File: config.mk
export PLATFORM = sky130hd
export DESIGN_NAME = branch_resolve_unit
export DESIGN_NICKNAME = d
export VERILOG_FILES = /design/src/rtl/branch_resolve_unit_pkg.sv /design/src/rtl/br_rr_arbiter.sv /design/src/rtl/branch_resolve_unit.sv
export SDC_FILE = /design/constraint.sdc
export NUM_CORES = 1
export LEC_CHECK = 0
export ABC_CLOCK_PERIOD_IN_PS = 2029
export BUFFER_PORTS_ARGS = -buffer_cell sky130_fd_sc_hd__buf_2
export CORE_MARGIN = 4
export CORE_UTILIZATION = 31
export CTS_BUF_LIST = sky130_fd_sc_hd__clkbuf_16
export DETAILED_ROUTE_END_ITERATION = 6
export GPL_TIMING_DRIVEN = 1
export HOLD_SLACK_MARGIN = 0.05
export PLACE_DENSITY = 0.51
export REMOVE_ABC_BUFFERS = 1
export SYNTH_ARGS = -nofsm -noshare
export SYNTH_HDL_FRONTEND = slang
export SYNTH_SLANG_ARGS = --single-unit
File: constraint.sdc
create_clock -name clk -period 2.03 [get_ports clk]
set_input_delay 0.1015 -clock clk [delete_from_list [all_inputs] [get_ports clk]]
set_output_delay 0.1015 -clock clk [all_outputs]
set_load 0.05 [all_outputs]
File: src/rtl/branch_resolve_unit_pkg.sv
// Shared types and sizing helpers for the branch resolve unit.
package branch_resolve_unit_pkg;

   localparam int unsigned BRU_NUM_WARPS = 4;
   localparam int unsigned BRU_XLEN      = 32;

   // Warp-id width: at least one bit even for a single warp.
   function automatic int unsigned bru_idx_width(input int unsigned n);
      return (n > 1) ? $clog2(n) : 1;
   endfunction

   localparam int unsigned BRU_NW_WIDTH = bru_idx_width(BRU_NUM_WARPS);

   typedef enum logic [1:0] {
      BR_IDLE     = 2'd0,
      BR_PENDING  = 2'd1,
      BR_RESOLVED = 2'd2
   } br_state_e;

   typedef struct packed {
      logic [BRU_NW_WIDTH-1:0] wid;
      logic                    taken;
      logic [BRU_XLEN-1:0]     dest;
   } br_rsp_t;

endpackage

File: src/rtl/br_rr_arbiter.sv
// Round-robin arbiter: one-hot grant plus index, pointer moves past the
// winner on an accepted grant, and a stalled grant is held until accepted.
module br_rr_arbiter import branch_resolve_unit_pkg::*; #(
   parameter int unsigned N  = 4,
   parameter int unsigned IW = 2
) (
   input  logic          clk_i,
   input  logic          rst_ni,
   input  logic [N-1:0]  req_i,
   input  logic          en_i,
   output logic [N-1:0]  gnt_o,
   output logic [IW-1:0] gnt_idx_o,
   output logic          gnt_valid_o
);

   logic [IW-1:0] ptr_q, ptr_d;
   logic [IW-1:0] lock_idx_q;
   logic          lock_q;
   int unsigned   cand;

   // First requester at or after the pointer wins; a held grant overrides.
   always_comb begin
      gnt_valid_o = 1'b0;
      gnt_idx_o   = '0;
      gnt_o       = '0;
      cand        = 0;
      ptr_d       = ptr_q;
      for (int unsigned i = 0; i < N; i++) begin
         cand = 32'(ptr_q) + i;
         if (cand >= N) cand = cand - N;
         if (!gnt_valid_o && req_i[IW'(cand)]) begin
            gnt_valid_o = 1'b1;
            gnt_idx_o   = IW'(cand);
         end
      end
      if (lock_q && req_i[lock_idx_q]) begin
         gnt_valid_o = 1'b1;
         gnt_idx_o   = lock_idx_q;
      end
      if (gnt_valid_o) gnt_o[gnt_idx_o] = 1'b1;
      if (gnt_valid_o && en_i) ptr_d = IW'((32'(gnt_idx_o) + 32'd1) % N);
   end

   // Pointer and grant-hold registers.
   always_ff @(posedge clk_i or negedge rst_ni) begin
      if (!rst_ni) begin
         ptr_q      <= '0;
         lock_q     <= 1'b0;
         lock_idx_q <= '0;
      end else begin
         ptr_q  <= ptr_d;
         lock_q <= gnt_valid_o & ~en_i;
         if (gnt_valid_o && !en_i) lock_idx_q <= gnt_idx_o;
      end
   end

endmodule

File: src/rtl/branch_resolve_unit.sv
// Tracks one outstanding branch per warp, stalls its issue until resolved,
// and returns buffered outcomes to fetch round-robin over a valid/ready port.
module branch_resolve_unit import branch_resolve_unit_pkg::*; #(
   parameter  int unsigned NUM_WARPS = BRU_NUM_WARPS,
   parameter  int unsigned XLEN      = BRU_XLEN,
   localparam int unsigned NW_WIDTH  = bru_idx_width(NUM_WARPS)
) (
   input  logic                 clk,
   input  logic                 reset,
   input  logic                 br_issue_valid,
   input  logic [NW_WIDTH-1:0]  br_issue_wid,
   input  logic                 br_ctl_valid,
   input  logic [NW_WIDTH-1:0]  br_ctl_wid,
   input  logic                 br_ctl_taken,
   input  logic [XLEN-1:0]      br_ctl_dest,
   output logic [NUM_WARPS-1:0] stall_mask,
   output logic                 rsp_valid,
   input  logic                 rsp_ready,
   output logic [NW_WIDTH-1:0]  rsp_wid,
   output logic                 rsp_taken,
   output logic [XLEN-1:0]      rsp_dest,
   output logic                 err
);

   br_state_e            state_q [NUM_WARPS];
   br_state_e            state_d [NUM_WARPS];
   logic [XLEN-1:0]      dest_q  [NUM_WARPS];
   logic [XLEN-1:0]      dest_d  [NUM_WARPS];
   logic [NUM_WARPS-1:0] taken_q, taken_d;
   logic                 err_q, err_d;

   logic [NUM_WARPS-1:0] req_c, gnt_c;
   logic [NW_WIDTH-1:0]  gnt_idx_c;
   logic                 gnt_valid_c, hs_c;
   logic                 same_wid_c, issue_bad_c, ctl_bad_c, issue_ok_c, ctl_ok_c;
   br_rsp_t              rsp_c;

   // Per-warp decode straight from the state registers.
   always_comb begin
      req_c      = '0;
      stall_mask = '0;
      for (int w = 0; w < NUM_WARPS; w++) begin
         req_c[w]      = (state_q[w] == BR_RESOLVED);
         stall_mask[w] = (state_q[w] != BR_IDLE);
      end
   end

   br_rr_arbiter #(
      .N  (NUM_WARPS),
      .IW (NW_WIDTH)
   ) u_arb (
      .clk_i       (clk),
      .rst_ni      (reset),
      .req_i       (req_c),
      .en_i        (rsp_ready),
      .gnt_o       (gnt_c),
      .gnt_idx_o   (gnt_idx_c),
      .gnt_valid_o (gnt_valid_c)
   );

   // Classify this cycle's issue/resolve events; bad events are dropped.
   always_comb begin
      same_wid_c  = br_issue_valid & br_ctl_valid & (br_issue_wid == br_ctl_wid);
      issue_bad_c = br_issue_valid & (state_q[br_issue_wid] != BR_IDLE);
      ctl_bad_c   = br_ctl_valid & (state_q[br_ctl_wid] != BR_PENDING);
      issue_ok_c  = br_issue_valid & ~issue_bad_c & ~same_wid_c;
      ctl_ok_c    = br_ctl_valid & ~ctl_bad_c & ~same_wid_c;
      hs_c        = gnt_valid_c & rsp_ready;
   end

   // Next state: handshake, issue and resolve act independently per warp.
   always_comb begin
      state_d = state_q;
      dest_d  = dest_q;
      taken_d = taken_q;
      err_d   = err_q | issue_bad_c | ctl_bad_c | same_wid_c;
      for (int w = 0; w < NUM_WARPS; w++) begin
         if (hs_c && gnt_c[w]) state_d[w] = BR_IDLE;
      end
      if (issue_ok_c) state_d[br_issue_wid] = BR_PENDING;
      if (ctl_ok_c) begin
         state_d[br_ctl_wid] = BR_RESOLVED;
         taken_d[br_ctl_wid] = br_ctl_taken;
         dest_d[br_ctl_wid]  = br_ctl_dest;
      end
   end

   // Warp state, outcome storage and sticky error.
   always_ff @(posedge clk or negedge reset) begin
      if (!reset) begin
         for (int w = 0; w < NUM_WARPS; w++) begin
            state_q[w] <= BR_IDLE;
            dest_q[w]  <= '0;
         end
         taken_q <= '0;
         err_q   <= 1'b0;
      end else begin
         for (int w = 0; w < NUM_WARPS; w++) begin
            state_q[w] <= state_d[w];
            dest_q[w]  <= dest_d[w];
         end
         taken_q <= taken_d;
         err_q   <= err_d;
      end
   end

   // Response payload of the granted warp.
   always_comb begin
      rsp_c       = '0;
      rsp_c.wid   = BRU_NW_WIDTH'(gnt_idx_c);
      rsp_c.taken = taken_q[gnt_idx_c];
      rsp_c.dest  = BRU_XLEN'(dest_q[gnt_idx_c]);
   end

   assign rsp_valid = gnt_valid_c;
   assign rsp_wid   = NW_WIDTH'(rsp_c.wid);
   assign rsp_taken = rsp_c.taken;
   assign rsp_dest  = XLEN'(rsp_c.dest);
   assign err       = err_q;

endmodule

---- Word-level counts from Yosys, hierarchy flattened ----
Cells that the tools add are included.
word-level totals
  flip-flop bits (word level) ............. 146
  input bits .............................. 42
  output and inout bits ................... 41
  logic and storage cells ................. 148
cells by class
  add/subtract/negate cells ............... 8
  order comparisons ....................... 18
  equality and inequality tests ........... 6
  multiplexer cells ....................... 54
  bitwise gates (word level) .............. 26
  reduce and logical (&&, ||, !) cells .... 23
operators with widths
  operator                                                                       number
  128-bit bitwise mux                                                            1
  32-bit two-way mux                                                             3
  32-bit binary-select mux with 2-bit select                                     1
  32-bit demux with 2-bit select                                                 1
  2-bit two-way mux                                                              19
  2-bit by 3-bit less-than comparator with 1-bit output (second input constant)  7
  3-bit greater-or-equal comparator (second input constant)                      6
  8-bit two-way mux                                                              2
  1-bit logical AND                                                              14
  1-bit two-way mux                                                              13
  1-bit binary-select mux with 2-bit select                                      6
  1-bit bitwise AND                                                              10
  2-bit nonzero test                                                             5
  2-bit NOT with 3-bit output                                                    3
  4-bit bitwise AND                                                              2
  2-bit binary-select mux with 2-bit select                                      2
  2-bit demux with 2-bit select                                                  2
  2-bit == test (second input constant)                                          4
  4-bit NOT                                                                      2
  4-bit OR                                                                       2
  2-bit by 1-bit subtractor with 2-bit output (second input constant)            4
  2-bit by 2-bit adder with 3-bit output (second input constant)                 2
  3-bit by 1-bit less-than comparator with 1-bit output (second input constant)  2
  4-bit bitwise mux                                                              1
  11 further kinds                                                               21

---- Longest topological paths before layout ----
Gate-level depths: netlist of the first run.
  depth in word-level cells ............... 26
  gate-level depth with buffers ........... 8
  gate-level depth less buffers ........... 7

---- Modules after synthesis ----
From an unflattened synthesis of the first run, not the netlist that was laid out.
unflattened totals
  cells, all modules ...................... 438
  area total of the unflattened synthesis .. 6849.1 um2
modules (own cells, without submodules)
  module               times used  cells each  area an instance (um2)  sequential area each (um2)
  branch_resolve_unit  1           391         6411.1                  3528.4
  br_rr_arbiter        1           47          437.9                   125.1

---- Least setup slack after synthesis of the first run ----
No wires, ideal clock.
  path kind ............................... register -> output
  start point ............................. register state_q[2] (netlist name)
  end point ............................... output port rsp_dest[10]
  arrival ................................. 2.300 ns
  data required time ...................... 1.929 ns
  path slack .............................. -0.371 ns
  stages on the path, launching flop included .. 7
  cells stage by stage .................... dfrtp_1 > nand2b_1 > mux2i_1 > a22oi_2 > mux2i_4 > buf_12 > mux4_2
on the way
  longest elaborated chain between the ends .. 18
RTL lines
  element                                                     RTL line                    source
  start, declared                                             branch_resolve_unit.sv:25   br_state_e state_q [NUM_WARPS];
  start signal, assigned by index                             branch_resolve_unit.sv:99   state_q[w] <= state_d[w];
  2-bit == test (*)                                           branch_resolve_unit.sv:43   req_c[w] = (state_q[w] == BR_RESOLVED);
  1-bit binary-select mux with 2-bit select                   br_rr_arbiter.sv:31         if (!gnt_valid_o && req_i[IW'(cand)]) begin
  1-bit two-way mux (implied by the code)                     br_rr_arbiter.sv:31
  1-bit two-way mux                                           br_rr_arbiter.sv:31
  1-bit logical NOT                                           br_rr_arbiter.sv:31
  1-bit logical AND                                           br_rr_arbiter.sv:31
  1-bit two-way mux                                           br_rr_arbiter.sv:31
  1-bit logical NOT                                           br_rr_arbiter.sv:31
  1-bit logical AND                                           br_rr_arbiter.sv:31
  1-bit two-way mux                                           br_rr_arbiter.sv:31
  1-bit logical NOT                                           br_rr_arbiter.sv:31
  1-bit logical AND                                           br_rr_arbiter.sv:31
  2-bit two-way mux                                           br_rr_arbiter.sv:31
  2-bit two-way mux (*)                                       br_rr_arbiter.sv:36         if (lock_q && req_i[lock_idx_q]) begin
  2-bit NOT with 3-bit output (implied by the code) (*)       branch_resolve_unit.sv:112  rsp_c.dest = BRU_XLEN'(dest_q[gnt_idx_c]);
  32-bit binary-select mux with 2-bit select (*)              branch_resolve_unit.sv:112
  32-bit two-way mux (implied by the code) (*) (2 in series)  branch_resolve_unit.sv:112
  end, declared                                               branch_resolve_unit.sv:21   output logic [XLEN-1:0] rsp_dest,
Every way passes the cells marked *; elsewhere a longest branch is shown, timed or not. The select of a mux whose other input is x is not followed.

---- Worst setup path after layout of the first run ----
  start point ............................. register state_q[2] (netlist name)
  end point ............................... output port rsp_dest[5]
The elaborated chain is that of the path after synthesis.

==> metrics.csv, run 1 <==
metric;value;unit
n_fill_cell;1849;
synth_commonest_cells;dfrtp_1 (146), mux2_2 (132), mux4_2 (33);
yosysWarnings;0;
syn_area;0.00663;mm2
tightest_slew;0.566;ns
ant_nets;0;
ys_ff_latch;146;
cts_root_buf;clkbuf_16;
cp-end-kind;output port;
period_minus_slack;2.83;ns
grt-ovfl-total;0;
r2r_cells;9;
setup_viol;41;
cp_top_family;multiplexers;
numCtsBuffers;17;
worst-path-buf-inv;3;
via_per_inst;4.86;
drt_iter0_markers;223;
hp-class;primary input to flip-flop;
drv_cap;0;
cts_buffer_depth;2;
syn_inst;419;
drv_slew;0;
synthFlopType;dfrtp_1;
cp.depth;8;
yosys.area.top_type;dfrtp_1;
syn_avg_cell_area;15.8;um2
grt_setup_unrepaired;true;
dr.pass1.iters;4;
synth_most_common_cell;dfrtp_1;
synth-edff-count;0;
htree_levels;4;
insertion_delay;0.41;ns
critical_path_required;1.93;ns
routabilityCongestion;0.772;
min_path_cells;3;
crit_path_start_kind;flip-flop;
cp_common_cell;buf_12;
n_antenna_cell;0;
crit_chain;nand2b_2 -> mux2i_2 -> a22oi_2 -> mux2i_4 -> buf_12 -> buf_12 -> mux4_2 -> buf_8;
wl;17.7;mm
violations;setup timing;
drc;0;
rows;53;
cpPeakStageDelay;0.57;ns
maxSlewHeadroom;0.623;
netlist_top_cells_area;dfrtp_1 (55%), mux2_2 (22%), mux4_2 (11%);
cts_tree;built;
grt_start_max_net_pins;60;
path_clk_slew;0.06;ns
die_width;154;um
fin_skew;0.00931;ns
yosysSeqAreaShare;0.551;
vias;4357;
outcome;finished with violations;
antenna_found_initial;0;
nets;650;
hpwlAfterDp;10.4;mm
ys_types;50;
place_ws;-0.375;ns
area_growth;44.5;%
grtUsageTotal;0.146;
clkSinkCount;146;
cp_slowest_cell;mux4_2;
grt_pass1_vias;4657;
dieHeight;154;um
fmax;354;MHz
fin_crit_sh;1.39;
io_buffers;82;
grt_pass1_wl;26.7;mm
hold_violations;0;
core;0.0210;mm2
avgRoutedWirePerCell;19.8;um
setup_ws;-0.796;ns
synth_top_area_frac;0.551;
tns;-26.54;ns
initial_core_util;0.315;
cp.arrival;2.72;ns
final_layout_size_suffix_gt1_frac;0.612;
crit_fanout;5;
pin_count;83;
path_class;flip-flop to output port;
die_area;0.0238;mm2
post-route-util;0.456;
synthArstFlopShare;1.00;
==> through the flow <==
| stage | hold WS, ns | cells | area (um2) |
|---|---|---|---|
| floorplan | -0.194 | 397 | 6470 |
| global placement | 0.114 | 794 | 7700 |
| detailed placement | 0.126 | 794 | 7700 |
| CTS | 0.0751 | 880 | 9100 |
| global route | 0.108 | 896 | 9590 |
| finish | 0.101 | 896 | 9590 |
==> cell type report <==
type	count	area [um2]	share of cell area
Multi-Input combinational cell	245	3020	0.315
Inverter	6	25.0	0.00261
Clock inverter	15	96.3	0.0101
Tap cell	275	344	0.0359
Sequential cell	146	3660	0.382
Timing Repair Buffer	192	2020	0.211
Clock buffer	17	425	0.0444
==> worst reg2reg max path, cell delays in order, from the launching register on <==
cell and delay, ns:
dfrtp_2 0.45, and3b_2 0.24, o211a_1 0.24, a2111o_1 0.40
o311ai_4 0.11, buf_6 0.20, clkbuf_16 0.15, buf_6 0.10
a41oi_2 0.10, or2_1 0.21
==> placed cells by master, fill, tap and decap left out, types with 3 or more instances in the layout <==
cell / count
inv_1: 7
mux2_2: 111
buf_2: 46
buf_6: 42
nand4_1: 3
buf_12: 14
clkinvlp_4: 6
nand2_1: 9
mux2_4: 21
nor2_1: 7
buf_16: 6
buf_8: 6
dlygate4sd3_1: 37
buf_4: 35
clkbuf_16: 23
dfrtp_1: 143
dfrtp_2: 3
xnor2_1: 3
or2_2: 3
mux4_2: 33
==> registers in the layout (all words and copies together), names as in the netlist <==
name              cells
u_arb.lock_q          1
u_arb.lock_idx_q      2
state_q               8
u_arb.ptr_q           2
dest_q              128
err                   1
taken_q               4
==> what timing repair did <==
action / CTS / global route
hold buffers: 37 / 0
hold endpoints to repair: 193 / 0
setup endpoints to repair: 107 / 102
buffers inserted: 12 / 11
pin swaps: 7 / 7
gates resized for setup: 88 / 61
cloned: 5 / 7
==> cells by family after synthesis <==
kind of cell,share of synthesized area
xor+xnor,0.00396
mux,0.346
simple gates,0.0460
buf+inv,0.0275
compound gates,0.0257
flops,0.551
==> routing by layer <==
layer | part of all wire | global-route usage | wire (um) | vias up
li1 | - | - | - | 1957
met1 | 0.45 | 0.196 | 7990 | 2287
met2 | 0.49 | 0.232 | 8620 | 98
met3 | 0.052 | 0.0422 | 917 | 15
met4 | 0.0099 | 0.0395 | 175 | 0
met5 | 0 | 0 | 0 | -
==> path summary, 6_finish.rpt <==
kind / to / startpoint / slack, ns
hold / removal: state_q[0]$_DFF_PN0_ / br_issue_wid[0] / 0.10
setup reg to reg: state_q[1]$_DFF_PN0_ / state_q[7]$_DFF_PN0_ / -0.28
setup / recovery: rsp_dest[5] / state_q[2]$_DFF_PN0_ / -0.80
max in group asynchronous: u_arb.lock_idx_q[0]$_DFFE_PN0P_ / reset / 1.12
min in group asynchronous: dest_q[79]$_DFFE_PN0P_ / reset / 0.23
hold reg to reg: err$_DFF_PN0_ / err$_DFF_PN0_ / 0.48
Power of run 1 is not shown: default switching activity piles up to over one toggle a cycle in this logic, so the estimate is an artifact.
==> run 2: changes to the inputs <==
--- a/config.mk
+++ b/config.mk
@@ -15,6 +15,7 @@
 export HOLD_SLACK_MARGIN = 0.05
 export PLACE_DENSITY = 0.51
 export REMOVE_ABC_BUFFERS = 1
+export SETUP_SLACK_MARGIN = 0.15
 export SYNTH_ARGS = -nofsm -noshare
 export SYNTH_HDL_FRONTEND = slang
 export SYNTH_SLANG_ARGS = --single-unit
==> run 2 against run 1 <==
The run still ends with setup timing left. Flip-flop and latch count stayed put. Critical path depth unchanged. Clock skew shrank 0.0011 ns. First-iteration DRC count up 1.3%. Final cell count rose by 2.7%.
==> metrics.csv, run 2 (synthesized netlist as in run 1, its figures left out) <==
metric;value;unit
outcome;finished with violations;
violations;setup timing;
cpPeakStageDelay;0.45;ns
cp_common_cell;buf_6;
core;0.0210;mm2
setup_viol;126;
final_common_cell;dfrtp_1;
insertion_delay;0.41;ns
io_buffers;82;
cp_top_family;compound AO/OA/AOI/OAI gates;
dp.cells;794;
tightest_slew;0.579;ns
via_per_inst;4.95;
clkSinkCount;146;
pin_count;83;
grt_pass1_vias;4825;
hpwlAfterDp;10.4;mm
drv_cap;0;
maxSlewHeadroom;0.614;
crit_chain;and3b_2 -> o211a_1 -> a2111o_1 -> o311ai_4 -> buf_6 -> buf_12 -> mux4_2 -> buf_6;
dieHeight;154;um
path_clk_slew;0.06;ns
n_antenna_cell;0;
grt_setup_unrepaired;true;
largest_reg_flops;128;
period_minus_slack;2.86;ns
nets;674;
r2r_cells;9;
largest_register;dest_q;
grt_use_met2;0.243;
cp_slowest_cell;dfrtp_2;
drv_slew;0;
crit_fanout;6;
path_class;flip-flop to output port;
min_path_cells;3;
ant_nets;0;
wl;20.1;mm
final_cell_mix;dfrtp_1 (143), mux2_2 (67), mux2_4 (66);
holdWs;0.130;ns
cts_buffer_depth;2;
cp.arrival;2.76;ns
drt_iter0_markers;226;
grt_pass1_wl;28.1;mm
stdcell_count;920;
grtUsageTotal;0.153;
fin_crit_sh;1.41;
grt_start_max_net_pins;60;
die_area;0.0238;mm2
rows;53;
cts_root_buf;clkbuf_16;
cp.depth;8;
hold_violations;0;
dr.pass1.iters;4;
setup_ws;-0.834;ns
fin_skew;0.00825;ns
hp-class;primary input to flip-flop;
global_route.usage.met1;0.205;
area_growth;54.5;%
numCtsBuffers;17;
grt-busiest-layer;met2;
grt-ovfl-total;0;
crit_path_start_kind;flip-flop;
worst-path-buf-inv;3;
cts_tree;built;
initial_core_util;0.315;
globalRouteMet3Util;0.0436;
avgRoutedWirePerCell;21.8;um
htree_levels;4;
critical_path_required;1.93;ns
cp-end-kind;output port;
final_layout_size_suffix_gt1_frac;0.631;
largest_registers;dest_q: 128 flops, state_q: 8 flops, taken_q: 4 flops;
die_width;154;um
antenna_found_initial;0;
routabilityCongestion;0.772;
vias;4557;
drc;0;
n_fill_cell;1764;
fmax;349;MHz
run 2: area by class of cell:
type,instances,area [um2],share of cell area
Timing Repair Buffer,216,2480,0.242
Multi-Input combinational cell,245,3220,0.314
Sequential cell,146,3660,0.357
Clock buffer,17,425,0.0415
Clock inverter,15,96.3,0.00940
Inverter,6,30.0,0.00293
Tap cell,275,344,0.0336
run 2: worst register-to-register path, delay by kind of cell (launching register included):
| family | cells | cell delay, ns |
|---|---|---|
| flops | 1 | 0.45 |
| compound gates | 4 | 0.89 |
| buf+inv | 3 | 0.47 |
| simple gates | 2 | 0.47 |
run 2: layer usage:
layer  wire [um]  vias up
li1            -     2016
met1        9100     2410
met2        9610      102
met3         852       29
met4         499        0
met5           0        -
run 2: path summary, 6_finish.rpt:
path / startpoint / end / slack [ns]
max: state_q[7]$_DFF_PN0_ / rsp_dest[29] / -0.83
min: br_issue_wid[0] / state_q[0]$_DFF_PN0_ / 0.13
max reg2reg: state_q[7]$_DFF_PN0_ / state_q[1]$_DFF_PN0_ / -0.36
min reg2reg: err$_DFF_PN0_ / err$_DFF_PN0_ / 0.48
max in group asynchronous: reset / u_arb.lock_idx_q[0]$_DFFE_PN0P_ / 1.11
min in group asynchronous: reset / dest_q[79]$_DFFE_PN0P_ / 0.24
run 2: stage by stage:
stage | cell area, um2 | utilization | setup slack [ns] | TNS (ns)
6_report | 10200 | 0.488 | -0.834 | -40.19
5_1_grt | 10200 | 0.488 | -0.899 | -48.79
4_1_cts | 9420 | 0.448 | -0.778 | -34.95
3_5_place_dp | 7700 | 0.366 | -0.375 | -16.20
3_3_place_gp | 7700 | 0.366 | -0.351 | -13.43
2_1_floorplan | 6470 | - | -3.91 | -193.63
run 2: repair_timing:
action | 4_1_cts | 5_1_grt
buffers inserted | 16 | 20
gates cloned | 8 | 13
pin swaps | 6 | 8
hold endpoints to repair | 193 | 0
hold buffers | 37 | 0
endpoints found under the setup margin | 172 | 174
gates resized for setup | 141 | 96
Power of run 2 is left out for the same reason.
